<file path="config.mk">
export PLATFORM = sky130hd
export DESIGN_NAME = hilo_muldiv_unit
export DESIGN_NICKNAME = d
export VERILOG_FILES = /design/src/rtl/hilo_muldiv_unit.sv
export SDC_FILE = /design/constraint.sdc
export NUM_CORES = 2
export LEC_CHECK = 0
export CAP_MARGIN = 30
export CORE_MARGIN = 5
export CORE_UTILIZATION = 45
export DETAILED_ROUTE_END_ITERATION = 8
export GPL_TIMING_DRIVEN = 0
export PLACE_DENSITY = 0.64
export SYNTH_ARGS = -nofsm -noshare
export SYNTH_HDL_FRONTEND = slang
export SYNTH_SLANG_ARGS = --single-unit
</file>
<file path="constraint.sdc">
create_clock -name Clk -period 22.7 [get_ports Clk]
set_input_delay 4.54 -clock Clk [delete_from_list [all_inputs] [get_ports Clk]]
set_output_delay 4.54 -clock Clk [all_outputs]
set_load 0.01 [all_outputs]
</file>
<file path="src/rtl/hilo_muldiv_unit.sv">
// Iterative Hi/Lo multiply/divide unit for the Execute stage: one result bit per cycle,
// with signed fixup, multiply-accumulate, and mthi/mtlo access to the Hi/Lo pair.
module hilo_muldiv_unit #(
  parameter int WIDTH = 32
) (
  input  logic             Clk,
  input  logic             Reset,
  input  logic             Start,
  input  logic [2:0]       Op,
  input  logic [WIDTH-1:0] A,
  input  logic [WIDTH-1:0] B,
  input  logic             mthi,
  input  logic             mtlo,
  input  logic [WIDTH-1:0] WriteData,
  output logic             Busy,
  output logic             Done,
  output logic             Stall,
  output logic [WIDTH-1:0] Hi_out,
  output logic [WIDTH-1:0] Lo_out
);

  localparam int CNT_W = $clog2(WIDTH);
  localparam logic [2:0] OP_MULT  = 3'b000;
  localparam logic [2:0] OP_MULTU = 3'b001;
  localparam logic [2:0] OP_DIV   = 3'b010;
  localparam logic [2:0] OP_DIVU  = 3'b011;
  localparam logic [2:0] OP_MADD  = 3'b100;
  localparam logic [2:0] OP_MSUB  = 3'b101;

  typedef enum logic [1:0] {IDLE, RUN, FIXUP, DONE} state_t;

  state_t             state;
  logic [2:0]         op_r;
  logic               sign_a, sign_b;
  logic [WIDTH-1:0]   mag_a, mag_b;
  logic [WIDTH-1:0]   hi, lo, rem;
  logic [2*WIDTH-1:0] acc, prod;
  logic [CNT_W-1:0]   cnt;

  logic               op_valid, accept, signed_in, div_in, div_run;
  logic               neg_a_in, neg_b_in;
  logic [WIDTH-1:0]   a_mag_in, b_mag_in;
  logic [WIDTH:0]     add_sum, part_rem, diff;
  logic [2*WIDTH-1:0] mul_res;
  logic [WIDTH-1:0]   res_hi, res_lo;

  assign op_valid  = ~(Op[2] & Op[1]);
  assign accept    = Start & op_valid & ((state == IDLE) | (state == DONE));
  assign Stall     = Busy | accept;
  assign signed_in = (Op == OP_MULT) | (Op == OP_DIV) | (Op == OP_MADD) | (Op == OP_MSUB);
  assign div_in    = (Op == OP_DIV) | (Op == OP_DIVU);
  assign div_run   = (op_r == OP_DIV) | (op_r == OP_DIVU);
  assign neg_a_in  = signed_in & A[WIDTH-1];
  assign neg_b_in  = signed_in & B[WIDTH-1];
  assign a_mag_in  = neg_a_in ? -A : A;
  assign b_mag_in  = neg_b_in ? -B : B;
  assign Hi_out    = hi;
  assign Lo_out    = lo;

  // Multiply keeps the multiplier in prod's low half; divide shifts the dividend out of it
  // while quotient bits shift in from the right.
  assign add_sum  = {1'b0, prod[2*WIDTH-1:WIDTH]} + {1'b0, (prod[0] ? mag_a : '0)};
  assign part_rem = {rem, prod[WIDTH-1]};
  assign diff     = part_rem - {1'b0, mag_b};

  always_comb begin
    mul_res = (sign_a ^ sign_b) ? -prod : prod;
    res_hi  = mul_res[2*WIDTH-1:WIDTH];
    res_lo  = mul_res[WIDTH-1:0];
    case (op_r)
      OP_MADD: {res_hi, res_lo} = acc + mul_res;
      OP_MSUB: {res_hi, res_lo} = acc - mul_res;
      OP_DIV, OP_DIVU: begin
        if (mag_b == '0) begin
          res_hi = sign_a ? -mag_a : mag_a;
          res_lo = '1;
        end else begin
          res_hi = sign_a ? -rem : rem;
          res_lo = (sign_a ^ sign_b) ? -prod[WIDTH-1:0] : prod[WIDTH-1:0];
        end
      end
      default: ;
    endcase
  end

  always_ff @(posedge Clk or posedge Reset) begin
    if (Reset) begin
      state  <= IDLE;
      op_r   <= '0;
      sign_a <= 1'b0;
      sign_b <= 1'b0;
      mag_a  <= '0;
      mag_b  <= '0;
      hi     <= '0;
      lo     <= '0;
      rem    <= '0;
      acc    <= '0;
      prod   <= '0;
      cnt    <= '0;
      Busy   <= 1'b0;
      Done   <= 1'b0;
    end else begin
      if (mthi & ~Busy & ~accept) hi <= WriteData;
      if (mtlo & ~Busy & ~accept) lo <= WriteData;
      case (state)
        IDLE, DONE: begin
          Done <= 1'b0;
          if (accept) begin
            state  <= RUN;
            Busy   <= 1'b1;
            op_r   <= Op;
            sign_a <= neg_a_in;
            sign_b <= neg_b_in;
            mag_a  <= a_mag_in;
            mag_b  <= b_mag_in;
            acc    <= {hi, lo};
            prod   <= {{WIDTH{1'b0}}, (div_in ? a_mag_in : b_mag_in)};
            rem    <= '0;
            cnt    <= CNT_W'(WIDTH - 1);
          end else begin
            state <= IDLE;
          end
        end
        RUN: begin
          if (div_run) begin
            rem  <= diff[WIDTH] ? part_rem[WIDTH-1:0] : diff[WIDTH-1:0];
            prod <= {prod[2*WIDTH-1:WIDTH], prod[WIDTH-2:0], ~diff[WIDTH]};
          end else begin
            prod <= {add_sum, prod[WIDTH-1:1]};
          end
          cnt <= cnt - 1'b1;
          if (cnt == '0) state <= FIXUP;
        end
        FIXUP: begin
          hi    <= res_hi;
          lo    <= res_lo;
          Busy  <= 1'b0;
          Done  <= 1'b1;
          state <= DONE;
        end
        default: state <= IDLE;
      endcase
    end
  end

endmodule

</file>
==> results.cfg <==
[clock_tree]
cts_repair_resize_count = 0
cts-root-to-sink-buffers = 3
clk_latency_ns = 0.60
post_cts.repair.setup_buffers = 0
cts.hold.buffers_added = 0
clockRootBuffer = sky130_fd_sc_hd__clkbuf_16
cts_tree = yes
clock_tree.htree_level_count = 2
cts_inserted_buffers = 39
clkSlewWorstSetupHoldPaths_ns = 0.06
tritoncts_num_sinks = 302

[detailed_routing]
via_count = 31900
drtPass1Iterations = 6
antenna_left = 0
routed_via_density = 6.28
avgRoutedWirePerCell_um = 26.7
totalWireLength_um = 136000
detail_route.iter0.violations = 3530
route.detailed.drc = 0

[yosys]
netlist_area_mm2 = 0.0296
synth.avg_cell_area_um2 = 7.48
share_of_synthesized_registers_carrying_an_async_set_or_reset_pct = 100
synth_top_area_share_pct = 25.5
synth.net_count = 4271
ys_seq_area_share_pct = 25.5
yosysUniqueCellTypes = 100
yosys.area.top_type = sky130_fd_sc_hd__dfrtp_1
ys_seq_elements = 302
synth_edf_count = 0
ys.warnings.count = 0
synth.top_cells.by_count = 618 x sky130_fd_sc_hd__nand2_1, 342 x sky130_fd_sc_hd__a21oi_1, 304 x sky130_fd_sc_hd__nor2_1
syn_inst_count = 3964
synthTopCellsByArea = sky130_fd_sc_hd__dfrtp_1 25%, sky130_fd_sc_hd__ha_1 8.4%, sky130_fd_sc_hd__nand2_1 7.8%
synth_most_common_cell = sky130_fd_sc_hd__nand2_1
synth_flop_cell = sky130_fd_sc_hd__dfrtp_1

[worst_setup_path]
timing_worst_setup_path_type = input pin to output pin
family_with_the_most_delay_on_the_worst_path = buffers and inverters
critical_path.slowest_cell = sky130_fd_sc_hd__clkdlybuf4s50_1
critical_path_peak_fanout = 5
worst-path-buf-inv = 4
cp_data_arrival_time_ns = 6.82
crit_path_frequent_cell = sky130_fd_sc_hd__clkdlybuf4s50_1
slowest_delay_ns = 0.68
worst-endpoint-required_ns = 18.16
worst_setup_ep_type = output pin
crit_chain = clkdlybuf4s50_1, nand2_1, and3_1, clkbuf_1, nor2_1, inv_1, clkdlybuf4s50_1
timing.reg2reg.setup_slack_ns = 14.04
critPathLaunchType = input pin

[floorplanning]
start_util_pct = 45.3
placementRows = 94
chipWidth_um = 267
boundaryPins = 171
core_area_mm2 = 0.0655
die-height_um = 267
floorplan.die_area_mm2 = 0.0711

[layout]
layout.nets = 4496
areaGrowthSynthToFinish_pct = 14.6
drive_gt1_share_pct = 4.01

[timing]
timing.setup.tns_ns = 0
worstMarginPinSlew_ns = 1.10
grt_setup_unrepaired = no
timing.clock.skew_ns = 0.0249
max_freq_mhz = 88.0
fin_worst_hold_slack_ns = 0.485
timing.final.hold_violations = 0
min_period_over_period_pct = 50.0
final-setup-viol-count = 0
slew_viol_final = 0
headroom_to_the_max_slew_limit_pct = 26.4
timing.final.crit_period_ns = 11.36

[status]
status = complete, no violations

[global_routing]
globalRouteOverflowTotal = 0
grt_start_max_net_pins = 125
antenna_found_initial = 3
grt_first_pass_wirelength_um = 198000
via_count_of_the_first_global_routing_pass = 29800
gr-usage-all-layers_pct = 36.7

[placement]
portBuffers = 170
dp_hpwl_um = 110000
gp_routability_congestion = 1.05

[flow_run]
cap_viol_max_count = 0

[worst_hold_path]
timing.hold.worst.class = register to register
==> worst register-to-register path, cell delays in order, from the launching register on <==
cell,delay [ns]
sky130_fd_sc_hd__dfrtp_1,0.48
sky130_fd_sc_hd__xnor2_1,0.67
sky130_fd_sc_hd__clkbuf_1,0.73
sky130_fd_sc_hd__clkbuf_1,0.47
sky130_fd_sc_hd__clkbuf_1,0.65
sky130_fd_sc_hd__nor2_1,0.15
sky130_fd_sc_hd__xnor2_1,0.37
sky130_fd_sc_hd__inv_1,0.08
sky130_fd_sc_hd__ha_1,0.28
sky130_fd_sc_hd__clkbuf_1,0.28
sky130_fd_sc_hd__o21ai_0,0.16
sky130_fd_sc_hd__a21oi_1,0.42
sky130_fd_sc_hd__o211ai_1,0.15
sky130_fd_sc_hd__nand2_1,0.21
sky130_fd_sc_hd__a311oi_1,0.21
sky130_fd_sc_hd__a21oi_1,0.38
sky130_fd_sc_hd__a31oi_1,0.29
sky130_fd_sc_hd__a31o_2,0.34
sky130_fd_sc_hd__o31a_1,0.38
sky130_fd_sc_hd__o31ai_1,0.85
sky130_fd_sc_hd__a21oi_1,0.25
sky130_fd_sc_hd__or4_1,0.47
sky130_fd_sc_hd__a31oi_1,0.29
==> cells by family after synthesis <==
logic type	Yosys count	synth area share (%)
compound gates	1242	26.9
fa+ha+maj	203	8.67
buf+inv	445	5.74
xor+xnor	299	8.83
flops	302	25.5
simple gates	1394	21.6
mux	79	2.76
==> layout make-up <==
class | instances | area (um^2)
Tap cell | 864 | 1080
Multi-Input combinational cell | 3217 | 20400
Clock buffer | 50 | 1110
Clock inverter | 20 | 211
Fill cell | 6511 | 31500
Antenna cell | 3 | 7.51
Buffer | 247 | 957
Timing Repair Buffer | 184 | 1920
Sequential cell | 302 | 7560
Inverter | 198 | 751
==> path summary, 6_finish.rpt <==
kind	start	end	cells past startpoint
setup / recovery	Op[2]	Stall	7
hold / removal	Done$_DFFE_PP0P_	Done$_DFFE_PP0P_	2
setup reg to reg	sign_a$_DFFE_PP0P_	Hi_out[26]$_DFFE_PP0P_	22
hold reg to reg	Done$_DFFE_PP0P_	Done$_DFFE_PP0P_	2
max in group asynchronous	Reset	acc[46]$_DFFE_PP0P_	4
min in group asynchronous	Reset	mag_b[4]$_DFFE_PP0P_	2
==> per-stage QoR <==
step	cell area [um^2]	instances	util [%]	setup slack [ns]
6_report	34000	5085	51.9	11.34
5_1_grt	34000	5082	51.9	11.28
4_1_cts	34000	5081	51.8	11.41
3_5_place_dp	32600	5011	49.8	11.42
3_3_place_gp	32400	4998	49.5	5.42
2_1_floorplan	29600	3964	-	9.81
==> state kept, by name (all words and copies together) (netlist names) <==
register,count
op_r,3
state,2
Done,1
cnt,5
Lo_out,32
mag_b,32
sign_a,1
rem,32
sign_b,1
Hi_out,32
Busy,1
mag_a,32
acc,64
prod,64
==> cell usage in the layout, fill, tap and decap left out, drive strengths merged, types with 36 or more instances in the layout <==
cell,count
a211oi,59
a21o,71
a21oi,342
a31oi,47
and2,47
buf,53
clkbuf,257
clkdlybuf4s50,170
dfrtp,302
ha,199
inv,198
mux2i,66
nand2,618
nand2b,36
nand3,73
nor2,304
nor2b,36
nor3,76
nor4,47
o21ai,331
o21bai,49
o31ai,63
xnor2,172
xor2,127
==> layer usage <==
layer / vias up / global-route usage (%) / wire, um / share of wire, %
met3: 414 / 7.44 / 13400 / 9.9
met4: 6 / 21.4 / 10100 / 7.4
met1: 15200 / 49.2 / 55200 / 41
met2: 1742 / 54.8 / 57200 / 42
met5: - / 1.08 / 137 / 0.10
li1: 14600 / - / - / -
Power is not shown: default switching activity piles up to over one toggle a cycle in this logic, so the estimate is an artifact.
